$ cat config.mk
export PLATFORM = sky130hd
export DESIGN_NAME = alarm_beeper
export DESIGN_NICKNAME = d
export VERILOG_FILES = /design/src/rtl/alarm_beeper.sv
export SDC_FILE = /design/constraint.sdc
export NUM_CORES = 1
export LEC_CHECK = 0
export CORE_MARGIN = 5
export CORE_UTILIZATION = 45
export CTS_BUF_LIST = sky130_fd_sc_hd__clkbuf_4
export DETAILED_ROUTE_END_ITERATION = 8
export GPL_TIMING_DRIVEN = 0
export HOLD_SLACK_MARGIN = 0.05
export SYNTH_ARGS = -nofsm -noshare
export SYNTH_HDL_FRONTEND = slang
export SYNTH_SLANG_ARGS = --single-unit
$ cat constraint.sdc
create_clock -name clk -period 5.95 [get_ports clk]
set_input_delay 0.8925 -clock clk [delete_from_list [all_inputs] [get_ports clk]]
set_output_delay 0.8925 -clock clk [all_outputs]
set_load 0.02 [all_outputs]
$ cat src/rtl/alarm_beeper.sv
// Alarm cadence controller: gates the tone generator's enable with a beep/burst
// pattern, with snooze, dismiss and auto-timeout after a fixed number of bursts.
module alarm_beeper #(
    parameter int TICK_CYCLES     = 100000,
    parameter int ON_MS           = 200,
    parameter int OFF_MS          = 150,
    parameter int BEEPS_PER_BURST = 4,
    parameter int GAP_MS          = 1000,
    parameter int MAX_BURSTS      = 60,
    parameter int SNOOZE_MS       = 300000,
    parameter int MAX_SNOOZES     = 3
) (
    input  logic clk,
    input  logic rst,
    input  logic alarm_trigger,
    input  logic snooze_btn,
    input  logic dismiss_btn,
    output logic buzzer_on,
    output logic alarm_active,
    output logic snoozing,
    output logic timed_out
);

    localparam int PRESC_W = (TICK_CYCLES > 1) ? $clog2(TICK_CYCLES) : 1;
    localparam int BEEP_W  = (BEEPS_PER_BURST < 1) ? 1 : $clog2(BEEPS_PER_BURST + 1);
    localparam int BURST_W = (MAX_BURSTS < 1) ? 1 : $clog2(MAX_BURSTS + 1);
    localparam int SNZ_W   = (MAX_SNOOZES < 1) ? 1 : $clog2(MAX_SNOOZES + 1);

    localparam logic [PRESC_W-1:0] PRESC_LAST = PRESC_W'(TICK_CYCLES - 1);
    localparam logic [BEEP_W-1:0]  BEEP_MAX   = BEEP_W'(BEEPS_PER_BURST);
    localparam logic [BURST_W-1:0] BURST_MAX  = BURST_W'(MAX_BURSTS);
    localparam logic [SNZ_W-1:0]   SNZ_MAX    = SNZ_W'(MAX_SNOOZES);

    localparam logic [31:0] ON_LAST     = 32'(ON_MS - 1);
    localparam logic [31:0] OFF_LAST    = 32'(OFF_MS - 1);
    localparam logic [31:0] GAP_LAST    = 32'(GAP_MS - 1);
    localparam logic [31:0] SNOOZE_LAST = 32'(SNOOZE_MS - 1);

    typedef enum logic [2:0] {
        IDLE,
        BEEP_ON,
        BEEP_OFF,
        GAP,
        SNOOZE
    } state_t;

    state_t               state_q, state_d;
    logic [PRESC_W-1:0]   presc_q, presc_d;
    logic [31:0]          phase_q, phase_d;
    logic [BEEP_W-1:0]    beep_q, beep_d;
    logic [BURST_W-1:0]   burst_q, burst_d;
    logic [SNZ_W-1:0]     snz_q, snz_d;
    logic                 buzzer_q, active_q, snoozing_q, timed_out_q;
    logic                 timed_out_d;

    logic                 tick;
    logic                 expire;
    logic [31:0]          phase_last;
    logic [BEEP_W-1:0]    beep_inc;
    logic [BURST_W-1:0]   burst_inc;

    assign tick      = (presc_q == PRESC_LAST);
    assign beep_inc  = beep_q + BEEP_W'(1);
    assign burst_inc = burst_q + BURST_W'(1);

    always_comb begin
        phase_last = ON_LAST;
        case (state_q)
            BEEP_OFF: phase_last = OFF_LAST;
            GAP:      phase_last = GAP_LAST;
            SNOOZE:   phase_last = SNOOZE_LAST;
            default:  phase_last = ON_LAST;
        endcase
    end

    assign expire = tick && (phase_q == phase_last);

    always_comb begin
        state_d     = state_q;
        beep_d      = beep_q;
        burst_d     = burst_q;
        snz_d       = snz_q;
        timed_out_d = 1'b0;
        presc_d     = '0;
        phase_d     = '0;

        // Phase timing only runs while the alarm is active.
        if (state_q != IDLE) begin
            if (tick) begin
                presc_d = '0;
                phase_d = phase_q + 32'd1;
            end else begin
                presc_d = presc_q + PRESC_W'(1);
                phase_d = phase_q;
            end
        end

        case (state_q)
            IDLE: begin
                if (alarm_trigger) begin
                    state_d = BEEP_ON;
                    beep_d  = '0;
                    burst_d = '0;
                    snz_d   = '0;
                end
            end
            default: begin
                if (dismiss_btn) begin
                    state_d = IDLE;
                end else if (snooze_btn && (state_q != SNOOZE) && (snz_q < SNZ_MAX)) begin
                    state_d = SNOOZE;
                    snz_d   = snz_q + SNZ_W'(1);
                end else if (expire) begin
                    case (state_q)
                        BEEP_ON: begin
                            if (beep_inc < BEEP_MAX) begin
                                beep_d  = beep_inc;
                                state_d = BEEP_OFF;
                            end else begin
                                state_d = GAP;
                            end
                        end
                        BEEP_OFF: state_d = BEEP_ON;
                        GAP: begin
                            beep_d  = '0;
                            burst_d = burst_inc;
                            if (burst_inc == BURST_MAX) begin
                                state_d     = IDLE;
                                timed_out_d = 1'b1;
                            end else begin
                                state_d = BEEP_ON;
                            end
                        end
                        SNOOZE: begin
                            // Returning from snooze restarts the timeout budget.
                            beep_d  = '0;
                            burst_d = '0;
                            state_d = BEEP_ON;
                        end
                        default: state_d = IDLE;
                    endcase
                end
            end
        endcase

        if (state_d != state_q) begin
            presc_d = '0;
            phase_d = '0;
        end
    end

    always_ff @(posedge clk) begin
        if (rst) begin
            state_q     <= IDLE;
            presc_q     <= '0;
            phase_q     <= '0;
            beep_q      <= '0;
            burst_q     <= '0;
            snz_q       <= '0;
            buzzer_q    <= 1'b0;
            active_q    <= 1'b0;
            snoozing_q  <= 1'b0;
            timed_out_q <= 1'b0;
        end else begin
            state_q     <= state_d;
            presc_q     <= presc_d;
            phase_q     <= phase_d;
            beep_q      <= beep_d;
            burst_q     <= burst_d;
            snz_q       <= snz_d;
            buzzer_q    <= (state_d == BEEP_ON);
            active_q    <= (state_d != IDLE);
            snoozing_q  <= (state_d == SNOOZE);
            timed_out_q <= timed_out_d;
        end
    end

    assign buzzer_on    = buzzer_q;
    assign alarm_active = active_q;
    assign snoozing     = snoozing_q;
    assign timed_out    = timed_out_q;

endmodule

Yosys cells after proc, flatten, opt, wreduce, memory -nomap -nowiden. Index checks and enable logic that the tools add are counted.

Flip-flop bits (word level): 67. Word-level logic and storage cells: 80. Output and inout port bits: 4.

Equality and inequality tests: 15. $add $sub $neg: 5. Bitwise operators: 3. Muxes and demuxes: 27. Reductions and logical operators: 18. $lt $le $gt $ge: 2.

Operators with widths (number): case mux 19 bit (3 select lines) (1); two-way mux 3 bit (11); adder 32 x 1 -> 32 bit (second input constant) (1); equality test 32 bit (1); two-way mux 6 bit (5); adder 17 x 1 -> 17 bit (second input constant) (1); equality test 17 bit (second input constant) (1); case mux 6 bit (2 select lines) (1); nonzero test 3 bit (4); case mux 3 bit (3 select lines) (1); two-way mux 2 bit (4); adder 6 x 1 -> 6 bit (second input constant) (1); equality test 3 x 1 -> 1 bit (second input constant) (2); equality test 3 x 2 -> 1 bit (second input constant) (2); equality test 3 bit (second input constant) (2); equality test 6 bit (second input constant) (1); != test 3 bit (second input constant) (2); case mux 3 bit (2 select lines) (1); AND reduction 6 bit (1); OR reduction 6 bit (1); AND reduction 5 bit (1); != test 2 x 1 -> 1 bit (second input constant) (2); nonzero test 2 bit (2); OR reduction 2 bit (2); other kinds (13) (19).

Logic depth before layout (Yosys ltp). Gate-level depths: netlist of the first run.

Depth after elaboration: 10. Mapped depth: 10. Gate-level depth less buffers: 8.

Least setup slack after synthesis of the first run. Ideal clock, no wire load.

Path type: input to register. Start: input port rst. End: register phase_q[11]. Setup time: 0.064 ns. Setup slack: 3.701 ns. Required time: 5.886 ns. Buffers on the path: 2. Arrival time: 2.185 ns. Stages on the path: 6. Cell sequence: clkbuf_1 > or3b_2 > o32ai_1 > nand2_2 > buf_2 > nor2_1.

Longest elaborated chain between the ends: 1.

Ends and longest elaborated chain: start: declaration (line 14) `input logic rst,`; OR reduction 3 bit (no source line); end signal: assignment (line 167) `phase_q <= phase_d;`; end: declaration (line 49) `logic [31:0] phase_q, phase_d;`.

No other way between the ends. A chain may end at the register's enable or synchronous reset.

Worst setup path after layout of the first run.
Start: register presc_q[0]. End: register buzzer_q, in the netlist buzzer_on.

Longest elaborated chain between the ends: 7.

Ends and longest elaborated chain: start: declaration (line 48) `logic [PRESC_W-1:0] presc_q, presc_d;`; start signal: assignment (line 166) `presc_q <= presc_d;`; equality test 17 bit (line 62) `assign tick = (presc_q == PRESC_LAST);`; logical AND 1 bit (line 76) `assign expire = tick && (phase_q == phase_last);`; two-way mux 3 bit (line 113) `end else if (expire) begin`; two-way mux 3 bit (line 110) `end else if (snooze_btn && (state_q != SNOOZE) && (snz_q < SNZ_MAX)) begin`; two-way mux 3 bit (line 108) `if (dismiss_btn) begin`; two-way mux 3 bit (line 98) `case (state_q)`; equality test 3 x 1 -> 1 bit (line 171) `buzzer_q <= (state_d == BEEP_ON);`; end signal: assignment (line 171); end: declaration (line 53) `logic buzzer_q, active_q, snoozing_q, timed_out_q;`.

No other way between the ends.

==> key figures, run 1 <==
Outcome
  • Status: completed

Setup path
  • Worst R2R End: buzzer_on$_SDFF_PP0_
  • CP dominant cell by count: and4_1
  • CP Depth: 10
  • R2r startpoint: presc_q[0]$_SDFF_PP0_
  • Critical Path End: buzzer_on$_SDFF_PP0_
  • Buf/Inv on CP: 2
  • Worst Reg-to-Reg Cells: 10
  • Crit Path Category: register to register
  • CP startpoint: presc_q[0]$_SDFF_PP0_
  • Max stage delay on crit path: 0.39 ns
  • Critical Path Slowest Stage Cell: dfxtp_1
  • Worst R2R Setup Slack: 3.33 ns
  • Highest net fanout along the worst path: 10
  • Cell family with most CP delay: simple AND/OR/NAND/NOR gates
  • Crit path capture type: register
  • Worst Setup Start Kind: register
  • Crit path DAT: 2.97 ns
  • WP data required: 6.29 ns
  • Cell Chain, Critical Path: ha_1 -> and4_1 -> and4_1 -> buf_4 -> o211ai_1 -> and4b_1 -> buf_6 -> mux2i_1 -> nand3_1 -> nor3_1

Synthesis
  • Seq/Total Area, Yosys: 39.1%
  • Syn. warnings: 0
  • Top FF cell, synth: dfxtp_1
  • Post-synth design cell area: 3430 um^2
  • Post-Syn Area per Cell: 8.09 um^2
  • Cells after Synth: 424
  • Post-synth EDFFs: 0
  • Syn nets: 434
  • FF+latch count, synth: 67
  • Yosys cell types: 52
  • Async S/R FF share, synth: 0%

Die
  • CORE AREA: 7330 um^2
  • Die Wd: 97.3 um
  • Die Y: 97.3 um
  • Starting density of the core: 46.8%
  • Die footprint: 9470 um^2
  • I/O Pins: 9
  • Std-Cell Rows: 31

Clock network
  • CTS Buffer Depth: 2
  • Post-CTS Resized: 0
  • Post-CTS Setup Bufs: 0
  • Cts hold-fix bufs: 0
  • Root buf cell: clkbuf_4
  • Clock-pin slew on the worst setup and hold paths: 0.13 ns
  • Latest clock arrival within the worst-skew pair: 0.42 ns
  • Number of clock sinks: 67
  • CTS H-tree lvls: 3
  • CTS tree: built
  • CTS buffer count: 9

Run
  • Max cap viols: 0

Timing
  • Worst-Margin Slew: 0.537 ns
  • Slew Limit Fails: 0
  • Final count of hold timing violations: 0
  • Skew final: 0.0180 ns
  • RSZ-0062 raised after global routing: false
  • Finish-stage setup viols: 0
  • Worst hold slack: 0.469 ns
  • Fin Setup TNS: 0 ns
  • Final period util: 44.1%
  • F_max: 381 MHz
  • Slew HR: 63.8%
  • Tmin final: 2.62 ns

Placed design
  • Dpl cell area: 3620 um^2
  • Inst Count DP: 530
  • DP HPWL: 5240 um
  • # port buffers: 7
  • Routability Congestion: 0.824

Global routing
  • Total GRT Usage: 16.3%
  • Total gr overflow: 0
  • Antenna violations before repair: 0
  • Vias in the first global route: 2,784
  • First-pass GRT wire length: 13,000 um
  • Largest net degree at the start of global routing: 14

Route
  • Drt first-iter violations: 127
  • Drt via density: 5.32
  • Routed wire per std cell: 13.4 um
  • Routed Antenna Nets: 0
  • DRC Markers: 0
  • DR vias: 2,907
  • Aggregate routed wire length: 7330 um
  • Drt pass-1 iters: 5

Finish
  • Layout cells sized above 1: 7.16%
  • Area growth syn-to-layout: 9.81%
  • Final cell count without fillers: 546
  • Final Util: 51.4%
  • N_diodes: 0
  • Fin area: 3770 um^2
  • Final #Nets: 452

Power
  • Power Dens Cells: 212 nW/um^2
  • Worst VDD drop: 0.123 mV
  • LEAKAGE: 1.25 nW

Worst hold path
  • Hold Crit Class: register to register
-- tightest hold or removal path, delay by kind of cell, from the launching register on --
family	cells	cell delay (ns)
DFF	1	0.34
and+or+nand+nor	1	0.06
AOI/OAI and AO/OA	1	0.04
-- metal layers --
metal | global-route usage [%] | vias to the layer above | wire (um)
li1 | - | 1506 | -
met5 | 0 | - | 0
met4 | 6.28 | 0 | 127
met1 | 22.5 | 1352 | 3760
met3 | 3.30 | 13 | 178
met2 | 25.2 | 36 | 3260
-- cells in the mapped netlist, drive strengths merged (3+ instances only) --
cell type | number | area (um^2)
xor2 | 20 | 175
or2 | 4 | 25.0
a21oi | 10 | 50.1
and4 | 9 | 78.8
nand4 | 11 | 68.8
buf | 8 | 51.3
and3 | 13 | 81.3
nand2b | 8 | 50.1
nand2 | 37 | 141
inv | 12 | 45.0
dfxtp | 67 | 1340
nor3 | 15 | 75.1
o21ai | 15 | 75.1
nor4b | 3 | 26.3
clkbuf | 7 | 26.3
nor2 | 78 | 293
nor4 | 10 | 62.6
xnor2 | 29 | 254
a31oi | 5 | 31.3
nor2b | 4 | 25.0
nand3 | 23 | 115
ha | 5 | 62.6
-- cells by family (layout without fill, tap and decap cells) --
family | Yosys count | count (layout) | share of synthesized area [%]
xor gates and xnor gates | 49 | 49 | 12.5
adders and majority gates | 5 | 5 | 1.82
and+or+nand+nor | 230 | 230 | 34.2
buffers and inverters | 27 | 50 | 3.57
muxes | 2 | 2 | 0.584
AOI/OAI and AO/OA | 44 | 44 | 8.21
DFF | 67 | 67 | 39.1
-- cell type report --
class                   count  area, um^2
repair buffers              7        70.1
clock buffers               9        67.6
flip-flops and latches     67        1340
inverters                  12        45.0
multi-input cells         330        1970
clock inverters             7        75.1
plain buffers              15        77.6
well taps                  99         124
fillers                   720        3560
-- worst min path at each step --
stage | depth (start not counted) | endpoint | startpoint
global route | 2 | beep_q[2]$_SDFFE_PP0P_ | beep_q[2]$_SDFFE_PP0P_
CTS | 2 | beep_q[2]$_SDFFE_PP0P_ | beep_q[2]$_SDFFE_PP0P_
detailed placement | 2 | beep_q[2]$_SDFFE_PP0P_ | beep_q[2]$_SDFFE_PP0P_
finish | 2 | beep_q[2]$_SDFFE_PP0P_ | beep_q[2]$_SDFFE_PP0P_
global placement | 1 | presc_q[0]$_SDFF_PP0_ | presc_q[0]$_SDFF_PP0_
floorplan | 1 | presc_q[0]$_SDFF_PP0_ | presc_q[0]$_SDFF_PP0_
-- per-stage QoR --
stage,setup WS (ns),power (mW)
2_1_floorplan,3.70,0.485
3_3_place_gp,3.09,0.497
3_5_place_dp,3.07,0.498
4_1_cts,3.32,0.810
5_1_grt,3.08,0.834
6_report,3.33,0.797
-- registers in the layout, indices dropped and copies added, names as in the netlist, 2 cells and up --
name	cells
snz_q	2
state_q	3
phase_q	32
burst_q	6
presc_q	17
beep_q	3
-- layout by cell type (no fill, tap or decap), types with 2 or more instances in the layout --
cell type / count
inv_6: 2
nor4_1: 10
nand2b_1: 8
clkdlybuf4s50_1: 7
and2_1: 2
a22oi_1: 2
ha_1: 5
o211ai_1: 2
clkinvlp_4: 2
nand4_1: 11
xor2_1: 20
buf_4: 2
dfxtp_1: 67
nor2_1: 78
nand2_1: 36
inv_1: 12
a31oi_1: 5
and4_1: 9
nand3_1: 23
a21oi_1: 10
clkbuf_4: 9
nand3b_1: 2
xnor2_1: 29
mux2i_1: 2
and3_1: 13
nor4b_1: 3
nor2b_1: 4
or2_2: 4
o21ai_0: 14
clkbuf_1: 7
nor3_1: 15
buf_2: 5
-- report_power, final --
part	total, mW	internal, mW	leakage, nW	switching, mW
Clock	0.310	0.130	0.0706	0.180
Sequential	0.452	0.451	0.540	0.00168
Combinational	0.0350	0.0115	0.636	0.0235
No activity file was read; power rests on OpenSTA's default activity.
==> run 2: changes to the inputs <==
==> constraint.sdc (replaced) <==
create_clock -name clk -period 2.1 [get_ports clk]
set_input_delay 0.315 -clock clk [delete_from_list [all_inputs] [get_ports clk]]
set_output_delay 0.315 -clock clk [all_outputs]
set_load 0.02 [all_outputs]
==> key figures, run 2 (synthesis results as in run 1) <==
Clock network
  • CTS buffer count: 9 (unchanged)
  • Root buf cell: clkbuf_4 (unchanged)
  • CTS tree: built (unchanged)
  • Number of clock sinks: 67 (unchanged)
  • CTS Buffer Depth: 2 (unchanged)
  • CTS H-tree lvls: 3 (unchanged)
  • Clock-pin slew on the worst setup and hold paths: 0.13 ns (about the same)
  • Cts hold-fix bufs: 0 (unchanged)
  • Latest clock arrival within the worst-skew pair: 0.43 ns (was 0.42 ns)

Setup path
  • Crit Path Category: register to register (unchanged)
  • Max stage delay on crit path: 0.48 ns (was 0.39 ns)
  • Cell Chain, Critical Path: buf_6 -> or4b_4 -> o311ai_4 -> o211ai_1 -> and4b_2 -> buf_6 -> mux2i_4 -> nor2_4 -> and3_1 (was ha_1 -> and4_1 -> and4_1 -> buf_4 -> o211ai_1 -> and4b_1 -> buf_6 -> mux2i_1 -> nand3_1 -> nor3_1)
  • R2r startpoint: state_q[1]$_SDFF_PP0_ (was presc_q[0]$_SDFF_PP0_)
  • Worst R2R End: snoozing$_SDFF_PP0_ (was buzzer_on$_SDFF_PP0_)
  • Highest net fanout along the worst path: 7 (was 10)
  • CP dominant cell by count: buf_6 (was and4_1)
  • Worst Setup Start Kind: register (unchanged)
  • Critical Path Slowest Stage Cell: or4b_4 (was dfxtp_1)
  • WP data required: 2.44 ns (was 6.29 ns)
  • Crit path DAT: 2.68 ns (was 2.97 ns)
  • Crit path capture type: register (unchanged)
  • Worst R2R Setup Slack: -0.24 ns (was 3.33 ns)
  • Worst Reg-to-Reg Cells: 9 (was 10)

Finish
  • N_diodes: 0 (unchanged)
  • Max FFs per register: 32 (unchanged)
  • Fillers: 674 (was 720)
  • Final #Nets: 474 (was 452)
  • Commonest non-fill, non-tap cell in the layout: dfxtp_1 (was nor2_1)
  • Most flops, register: phase_q (unchanged)
  • Most frequent cells in the layout: 58 x dfxtp_1, 48 x nor2_1, 36 x nand2_1 (was 78 x nor2_1, 67 x dfxtp_1, 36 x nand2_1)
  • Largest registers: phase_q: 32 flops, presc_q: 17 flops, burst_q: 6 flops (unchanged)
  • Layout cells sized above 1: 26.2% (was 7.16%)
  • Area growth syn-to-layout: 26.8% (was 9.81%)

Global routing
  • Vias in the first global route: 2,900 (was 2,784)
  • Total gr overflow: 0 (unchanged)
  • First-pass GRT wire length: 14,000 um (was 13,000 um)
  • Antenna violations before repair: 0 (unchanged)
  • Largest net degree at the start of global routing: 15 (was 14)
  • Total GRT Usage: 17.6% (was 16.3%)

Die
  • I/O Pins: 9 (unchanged)
  • Die Wd: 97.3 um (unchanged)
  • Std-Cell Rows: 31 (unchanged)
  • Die Y: 97.3 um (unchanged)
  • Die footprint: 9470 um^2 (unchanged)
  • Starting density of the core: 46.8% (unchanged)
  • CORE AREA: 7330 um^2 (unchanged)

Timing
  • F_max: 428 MHz (was 381 MHz)
  • Tmin final: 2.34 ns (was 2.62 ns)
  • Setup WS post-layout: -0.236 ns (was 3.33 ns)
  • Skew final: 0.0125 ns (was 0.0180 ns)
  • RSZ-0062 raised after global routing: true (was false)
  • Final count of hold timing violations: 0 (unchanged)
  • Slew Limit Fails: 0 (unchanged)
  • Final period util: 111% (was 44.1%)
  • Worst-Margin Slew: 0.628 ns (was 0.537 ns)
  • Slew HR: 58.1% (was 63.8%)
  • Finish-stage setup viols: 64 (was 0)
  • Worst hold slack: 0.423 ns (was 0.469 ns)

Worst hold path
  • Hold Crit Class: primary input to register (was register to register)
  • Hold path depth: 2 (unchanged)
  • Hold Path Origin: rst (was beep_q[2]$_SDFFE_PP0P_)
  • WHS Endpoint: state_q[2]$_SDFF_PP0_ (was beep_q[2]$_SDFFE_PP0P_)

Power
  • Worst VDD drop: 0.329 mV (was 0.123 mV)
  • Comb pwr share: 6.1% (was 4.4%)
  • Clock power share: 39.3% (was 38.8%)
  • Total power: 2.35 mW (was 0.797 mW)
  • Sw Pwr: 0.641 mW (was 0.205 mW)
  • Sequential power share: 54.6% (was 56.8%)
  • LEAKAGE: 1.45 nW (was 1.25 nW)
  • Power Dens Cells: 541 nW/um^2 (was 212 nW/um^2)
  • Sw Ratio: 27.3% (was 25.7%)
  • Int Pwr: 1.71 mW (was 0.592 mW)

Route
  • Drt first-iter violations: 107 (was 127)
  • Routed Antenna Nets: 0 (unchanged)
  • Routed wire per std cell: 14.6 um (was 13.4 um)
  • DRC Markers: 0 (unchanged)
  • Drt pass-1 iters: 5 (unchanged)
  • DR vias: 3,075 (was 2,907)
  • Aggregate routed wire length: 8280 um (was 7330 um)
  • Drt via density: 5.41 (was 5.32)

Placed design
  • DP HPWL: 5170 um (was 5240 um)
  • # port buffers: 7 (unchanged)
  • Routability Congestion: 0.853 (was 0.824)

Outcome
  • Status: finished with violations (was completed)
  • Failing checks: setup timing

Run
  • Max cap viols: 0 (unchanged)
run 2: cell types whose count changed in the layout (fill, tap and decap cells not counted), sizes merged:
cell,before,now
buf,8,29
nand3,23,24
clkinvlp,2,1
clkinv,2,1
inv,14,16
run 2: what timing repair did:
item,4_1_cts,5_1_grt
resized for setup,50,54
cloned,5,0
setup buffers,14,6
setup endpoints to repair,64,65
pin swaps,7,20
run 2: power by group through the flow:
| stage | clock (mW) | combinational, mW | sequential (mW) |
|---|---|---|---|
| floorplan | 0 | 0.0613 | 1.31 |
| global placement | 0 | 0.0978 | 1.31 |
| detailed placement | 0 | 0.0983 | 1.31 |
| CTS | 0.954 | 0.129 | 1.28 |
| global route | 1.01 | 0.156 | 1.29 |
| finish | 0.924 | 0.144 | 1.28 |
run 2: cell type report:
| cell class | count | area (um^2) | share of cell area [%] |
|---|---|---|---|
| inverter | 12 | 45.0 | 1.04 |
| timing repair buffer | 30 | 285 | 6.56 |
| clock buffer | 9 | 67.6 | 1.55 |
| clock inverter | 7 | 81.3 | 1.87 |
| sequential | 67 | 1350 | 31.1 |
| buffer | 13 | 95.1 | 2.19 |
| tap | 99 | 124 | 2.85 |
| multi-input combinational | 331 | 2300 | 52.8 |
run 2: through the flow:
step           utilization, %  instances  area [um^2]  setup slack [ns]  TNS, ns
3_3_place_gp             49.7        530         3650            -0.432   -18.36
3_5_place_dp             49.7        530         3650            -0.446   -19.09
4_1_cts                  56.4        565         4140            -0.166    -6.71
5_1_grt                  59.3        568         4350            -0.306   -15.98
6_report                 59.3        568         4350            -0.236    -9.91
2_1_floorplan               -        424         3450           0.00529        0
run 2: per-layer routing:
metal | routed length [um] | track usage, % | vias up
li1 | - | - | 1562
met1 | 3960 | 23.5 | 1447
met2 | 3950 | 28.6 | 56
met3 | 292 | 4.95 | 10
met4 | 77 | 3.94 | 0
met5 | 0 | 0 | -
run 2: how the worst max path moves through the flow:
stage                                         from                 endpoint  slack [ns]  cells after the start
after floorplan              presc_q[0]$_SDFF_PP0_  burst_q[5]$_SDFFE_PP0P_       0.005                     10
after CTS                    state_q[1]$_SDFF_PP0_      snoozing$_SDFF_PP0_       -0.17                      9
after detailed placement  phase_q[28]$_SDFFE_PP0P_     buzzer_on$_SDFF_PP0_       -0.45                      8
final                        state_q[1]$_SDFF_PP0_      snoozing$_SDFF_PP0_       -0.24                      9
after global routing         presc_q[9]$_SDFF_PP0_      snoozing$_SDFF_PP0_       -0.31                      8
after global placement    phase_q[28]$_SDFFE_PP0P_     buzzer_on$_SDFF_PP0_       -0.43                      8
run 2: critical path: cells and delay by family, from the launching register on:
kind | cells | cell delay, ns
AOI/OAI and AO/OA | 2 | 0.24
DFF | 1 | 0.35
buffers and inverters | 2 | 0.29
muxes | 1 | 0.25
and+or+nand+nor | 4 | 1.13
==> run 3: changes to the inputs <==
--- a/config.mk
+++ b/config.mk
@@ -8,6 +8,7 @@
 export CORE_MARGIN = 5
 export CORE_UTILIZATION = 45
 export CTS_BUF_LIST = sky130_fd_sc_hd__clkbuf_4
+export CTS_CLUSTER_DIAMETER = 100
 export DETAILED_ROUTE_END_ITERATION = 8
 export GPL_TIMING_DRIVEN = 0
 export HOLD_SLACK_MARGIN = 0.05
==> constraint.sdc (replaced) <==
create_clock -name clk -period 2.1 [get_ports clk]
set_input_delay 0.525 -clock clk [delete_from_list [all_inputs] [get_ports clk]]
set_output_delay 0.525 -clock clk [all_outputs]
set_load 0.02 [all_outputs]
==> results of run 3 <==
Same layout as run 2 (identical final DEF). Status: finished with violations: setup timing.
Main changes from that run: hold slack 0.423 ns -> 0.483 ns; end point of the worst hold path state_q[2]$_SDFF_PP0_ -> snz_q[1]$_SDFFE_PP0P_
